<file path="src/rtl/ether_frame_gen.sv">
// ether_frame_gen: AXI-Stream generator of Ethernet/IPv4 test frames with a
// pattern payload, zero padding to a minimum length and an enforced inter-frame gap.
module ether_frame_gen #(
    parameter int DATA_W          = 32,
    parameter int MIN_FRAME_BYTES = 60,
    parameter int MAX_PAYLOAD     = 1480,
    parameter int IFG_CYCLES      = 12
) (
    input  logic                clk,
    input  logic                rst,
    input  logic                i_start,
    input  logic [10:0]         i_payload_len,
    input  logic [47:0]         i_dst_mac,
    input  logic [47:0]         i_src_mac,
    input  logic [15:0]         i_ethertype,
    input  logic [7:0]          i_ip_proto,
    input  logic [31:0]         i_src_ip,
    input  logic [31:0]         i_dst_ip,
    input  logic [7:0]          i_pattern_seed,
    output logic [DATA_W-1:0]   o_rxd_tdata,
    output logic [DATA_W/8-1:0] o_rxd_tkeep,
    output logic                o_rxd_tvalid,
    output logic                o_rxd_tlast,
    input  logic                i_rxd_tready,
    output logic                o_busy,
    output logic [15:0]         o_frame_cnt
);
    localparam int          NB       = DATA_W / 8;
    localparam logic [11:0] MIN_L    = 12'(MIN_FRAME_BYTES);
    localparam logic [10:0] MAX_LEN  = 11'(MAX_PAYLOAD);
    localparam logic [15:0] GAP_LAST = 16'(IFG_CYCLES - 1);

    typedef enum logic [1:0] {IDLE, SEND, GAP} state_t;

    typedef struct packed {
        logic [10:0] len;
        logic [47:0] dst, src;
        logic [15:0] etype;
        logic [7:0]  proto;
        logic [31:0] sip, dip;
        logic [7:0]  seed;
        logic [15:0] id;
    } cfg_t;

    state_t            state_q;
    cfg_t              cfg_q, cfg_d, gen_cfg;
    logic [11:0]       off_q, gen_off;
    logic [15:0]       gap_q, cnt_q;
    logic [DATA_W-1:0] data_q, gen_data;
    logic [NB-1:0]     keep_q, gen_keep;
    logic              valid_q, last_q, gen_last;

    function automatic logic [11:0] frame_len(cfg_t c);
        logic [11:0] l;
        l = 12'd34 + {1'b0, c.len};
        return l < MIN_L ? MIN_L : l;
    endfunction

    // Bytes past the payload (padding and unused lanes) fall out as zero.
    function automatic logic [7:0] frame_byte(cfg_t c, logic [11:0] idx);
        logic [271:0] hdr;
        logic [11:0]  p;
        hdr = {c.dst, c.src, c.etype, 16'h4500, 16'd20 + {5'b0, c.len}, c.id,
               16'h4000, 8'h40, c.proto, 16'h0000, c.sip, c.dip};
        hdr = hdr << {idx, 3'b000};
        p = idx - 12'd34;
        return idx < 12'd34 ? hdr[271:264] : p < {1'b0, c.len} ? p[7:0] ^ c.seed : 8'h00;
    endfunction

    always_comb begin
        cfg_d.len   = i_payload_len > MAX_LEN ? MAX_LEN : i_payload_len;
        cfg_d.dst   = i_dst_mac;
        cfg_d.src   = i_src_mac;
        cfg_d.etype = i_ethertype;
        cfg_d.proto = i_ip_proto;
        cfg_d.sip   = i_src_ip;
        cfg_d.dip   = i_dst_ip;
        cfg_d.seed  = i_pattern_seed;
        cfg_d.id    = cnt_q;
    end

    // In IDLE the first beat is built straight from the inputs being latched.
    assign gen_cfg = state_q == IDLE ? cfg_d : cfg_q;
    assign gen_off = state_q == IDLE ? 12'd0 : off_q + 12'(NB);

    always_comb begin
        gen_data = '0;
        gen_keep = '0;
        for (int j = 0; j < NB; j++) begin
            gen_data[DATA_W-1-8*j -: 8] = frame_byte(gen_cfg, gen_off + 12'(j));
            gen_keep[NB-1-j]            = gen_off + 12'(j) < frame_len(gen_cfg);
        end
        gen_last = gen_off + 12'(NB) >= frame_len(gen_cfg);
    end

    always_ff @(posedge clk or negedge rst) begin
        if (!rst) begin
            state_q <= IDLE;
            cfg_q   <= '0;
            off_q   <= '0;
            gap_q   <= '0;
            cnt_q   <= '0;
            data_q  <= '0;
            keep_q  <= '0;
            valid_q <= 1'b0;
            last_q  <= 1'b0;
        end else begin
            case (state_q)
                IDLE: if (i_start) begin
                    state_q <= SEND;
                    cfg_q   <= cfg_d;
                    off_q   <= '0;
                    data_q  <= gen_data;
                    keep_q  <= gen_keep;
                    last_q  <= gen_last;
                    valid_q <= 1'b1;
                end
                SEND: if (i_rxd_tready) begin
                    if (last_q) begin
                        state_q <= IFG_CYCLES == 0 ? IDLE : GAP;
                        gap_q   <= '0;
                        cnt_q   <= cnt_q + 16'd1;
                        data_q  <= '0;
                        keep_q  <= '0;
                        last_q  <= 1'b0;
                        valid_q <= 1'b0;
                    end else begin
                        off_q  <= gen_off;
                        data_q <= gen_data;
                        keep_q <= gen_keep;
                        last_q <= gen_last;
                    end
                end
                GAP: begin
                    gap_q <= gap_q + 16'd1;
                    if (gap_q == GAP_LAST) state_q <= IDLE;
                end
                default: state_q <= IDLE;
            endcase
        end
    end

    assign o_rxd_tdata  = data_q;
    assign o_rxd_tkeep  = keep_q;
    assign o_rxd_tvalid = valid_q;
    assign o_rxd_tlast  = last_q;
    assign o_busy       = state_q != IDLE;
    assign o_frame_cnt  = cnt_q;
endmodule

</file>
<file path="config.mk">
export PLATFORM = sky130hd
export DESIGN_NAME = ether_frame_gen
export DESIGN_NICKNAME = d
export VERILOG_FILES = /design/src/rtl/ether_frame_gen.sv
export SDC_FILE = /design/constraint.sdc
export NUM_CORES = 1
export LEC_CHECK = 0
export ABC_AREA = 0
export BUFFER_PORTS_ARGS = -buffer_cell sky130_fd_sc_hd__buf_2
export CAP_MARGIN = 5
export CORE_ASPECT_RATIO = 0.9
export CORE_MARGIN = 2
export CORE_UTILIZATION = 55
export CTS_BUF_LIST = sky130_fd_sc_hd__clkbuf_4 sky130_fd_sc_hd__clkbuf_8
export DETAILED_ROUTE_END_ITERATION = 7
export PLACE_DENSITY = 0.83
export SLEW_MARGIN = 20
export SYNTH_ARGS = -nofsm -noshare
export SYNTH_HDL_FRONTEND = slang
export SYNTH_SLANG_ARGS = --single-unit
</file>
<file path="constraint.sdc">
create_clock -name clk -period 6.2 [get_ports clk]
set_input_delay 0.93 -clock clk [delete_from_list [all_inputs] [get_ports clk]]
set_output_delay 0.93 -clock clk [all_outputs]
set_load 0.02 [all_outputs]
</file>
==> results.toml <==
[die]
initial_core_util_pct = 55.9
die_x_um = 231
io_pins = 262
rows = 74
core-area_mm2 = 0.0456
fp.dieH_um = 208
die_area_mm2 = 0.0480

[finish]
instances_no_fill = 4055
area_growth_pct = 11.6
fin_nets = 3716
drive_gt1_share_pct = 16.3
diodes = 0

[clock_network]
clk_pin_slew_ns = 0.07
cts_setup_buffers = 0
cts_tree = "done"
clock_latency_ns = 0.68
cts_inserted_buffers = 54
cts_hold_buffers = 0
cts.path.max_buffers = 3
htree_levels = 2
clock-sinks = 303
root_buffer = "clkbuf_8"
ctsResizeCount = 0

[synth]
netlist_instances = 3256
netlist_area_mm2 = 0.0254
synth-compound-area-share_pct = 19.9
synth_edf_count = 0
synth_top_cell_by_area = "dfrtp_1"
avgSynthCellArea_um2 = 7.81
synth_fa_ha_area_share_pct = 5.20
ys_seq_area_share_pct = 29.8
synthArstFlopShare_pct = 100
synthTopCellsByArea = "dfrtp_1 (30%), nand2_1 (12%), mux2i_1 (8.2%)"
ys_ff_latch = 303
yosys_warnings = 0
synth_cell_types = 98
synthXorXnorAreaFrac_pct = 4.19
synth_ff_type = "dfrtp_1"
synth_top_family_by_area = "simple AND/OR/NAND/NOR gates"
synth_nets = 3568
synthSimpleGateAreaFrac_pct = 23.3
synthMuxAreaShare_pct = 12.6
yosys.area.top_type_share_pct = 29.8

[timing]
setup_viol = 0
hold_viol_final = 0
maxSlewViolCount = 0
min_period_ns = 5.72
tightest_slew_ns = 1.33
max_freq_ghz = 0.175
skew_ns = 0.0359
maxSlewHeadroom_pct = 10.5
fin_tns_setup_ns = 0
period_share_pct = 92.2
rsz0062_at_grt = "no"

[routing]
first_iter_violations = 4203
wirelength_um = 103000
drc_errors = 0
firstDrtPassIters = 7
via_per_inst = 6.56
detail-route-antenna-nets = 0
vias = 26591
wl_per_cell_um = 25.3

[power]
power.switching_w = 0.00781
p_leak_nw = 12.8
p_int_w = 0.00713
seq_power_share_pct = 23.8
pwr_density_cell_mw_per_mm2 = 526
swShare_pct = 52.3
clock_power_share_pct = 14.1
vdd_drop_max_uv = 250
comb_power_share_pct = 62.1

[global_routing]
grt_pass1_vias = 24525
grt_pass1_wl_um = 154000
antenna_found_initial = 1
grt_start_max_net_pins = 179
grt_overflow = 0
gr-usage-all-layers_pct = 42.2

[worst_setup_path]
worstPathRequired_ns = 6.77
path_max_fanout = 7
endpoint_kind = "flip-flop"
critPathLaunchType = "primary input"
path_class = "primary input to flip-flop"
cp_data_arrival_time_ns = 6.28

[placement]
io_buffers = 261
post-dp-hpwl_um = 74200
placed_cells = 3956
gp_congestion = 1.09

[worst_hold_path]
hp-class = "primary input to async pin"

[job]
cap_violations = 0

[run_status]
status = "completed"
-- sequential cells by signal, summed over array words and instances, names as in the netlist --
signal,flops
cfg_q,219
o_rxd_tdata,32
gap_q,16
o_frame_cnt,16
off_q,12
o_rxd_tkeep,4
state_q,2
o_rxd_tlast,1
o_rxd_tvalid,1
-- Yosys cell counts, drive strengths merged, types with 12 or more instances --
cell	number
a2111oi	15
a211oi	33
a21o	18
a21oi	220
a221o	19
a221oi	17
a22o	12
a31oi	17
and2	12
and3	25
buf	102
clkbuf	146
dfrtp	303
ha	105
inv	48
mux2	33
mux2i	209
mux4	32
nand2	845
nand3	72
nand4	22
nor2	245
nor2b	22
nor3	49
nor4	18
o2111ai	12
o211ai	39
o21a	18
o21ai	177
o221ai	16
o22ai	12
o31ai	32
or3	21
xnor2	100
xor2	21
-- worst max-delay path, stage by stage --
cell	delay (ns)
buf_2	0.13
nor3_1	0.38
o211ai_1	0.18
o21ai_0	0.46
ha_1	0.42
a31o_2	0.19
o21ai_0	0.10
o21ai_1	0.41
mux2i_1	0.26
o311ai_0	0.25
nor3_1	0.55
nand2b_1	0.29
ha_1	0.29
nor2b_1	0.14
o21a_1	0.17
o21a_1	0.16
o21ai_0	0.15
nand2b_1	0.08
a21oi_1	0.25
maj3_1	0.23
nor3_1	0.05
o31ai_1	0.22
-- per-layer routing --
layer  part of all wire, %  wire length (µm)  vias up  global-route usage [%]
met5                 0.013                13        -                       0
met1                    40             41000    12519                    59.6
met4                   5.6              5760        2                    20.3
li1                      -                 -    11871                       -
met2                    41             41600     1858                    59.5
met3                    14             14200      341                    11.5
-- final cells by class --
cell class	count	area, µm²
Sequential cell	303	7590
Tap cell	608	761
Timing Repair Buffer	340	1980
Clock inverter	19	190
Clock buffer	80	1010
Fill cell	4045	17200
Multi-Input combinational cell	2650	16600
Inverter	55	209
-- cell families (layout without fill, tap and decap cells) --
group	after synthesis	after routing
compound gates	762	762
xor+xnor	121	121
fa+ha+maj	106	106
buf+inv	303	494
flops	303	303
mux	274	274
simple gates	1387	1387
-- power by group through the flow --
stage	combinational (W)	clock, W	sequential, W
CTS	0.00883	0.00211	0.00353
detailed placement	0.00877	0	0.00355
global route	0.00979	0.00220	0.00366
floorplan	0.00553	0	0.00345
global placement	0.00869	0	0.00353
finish	0.00928	0.00211	0.00356
-- cell usage in the layout, fill, tap and decap left out, types with 19 or more instances in the layout --
cell	count
mux4_2	32
ha_1	104
nand2_1	843
o211ai_1	39
xor2_1	20
buf_4	73
or3_1	20
dfrtp_1	301
buf_2	260
o31ai_1	30
o21ai_0	171
xnor2_1	97
clkbuf_8	65
and3_1	25
a211oi_1	33
a221o_1	19
nand3_1	71
nor2_1	244
inv_1	37
nand4_1	21
nor2b_1	22
nor3_1	49
mux2i_1	208
a21oi_1	218
mux2_2	33
-- metrics by stage --
step / power (W) / instance area [µm²] / hold slack, ns / setup slack (ns) / util, %
after CTS: 0.0145 / 28400 / 0.389 / 0.626 / 62.3
after global placement: 0.0122 / 27200 / 0.457 / 0.280 / 59.7
final: 0.0149 / 28400 / 0.380 / 0.484 / 62.3
after floorplan: 0.00897 / 25400 / 0.441 / 0.0998 / -
after detailed placement: 0.0123 / 27200 / 0.463 / 0.0287 / 59.7
after global routing: 0.0157 / 28400 / 0.464 / 0.234 / 62.3
-- path summary, 6_finish.rpt --
check                      slack (ns)         endpoint  cells after the start              start
max                              0.48   o_rxd_tkeep[1]                     22   i_payload_len[5]
min                              0.38        cfg_q[95]                      1                rst
max reg2reg                      0.56  o_rxd_tdata[14]                     21         state_q[1]
min reg2reg                      0.48        cfg_q[21]                      2          cfg_q[21]
max in group asynchronous        4.27        gap_q[10]                      2                rst
min in group clk                 0.47        cfg_q[16]                      3  i_pattern_seed[0]
Power figures use the tool's default switching activity.
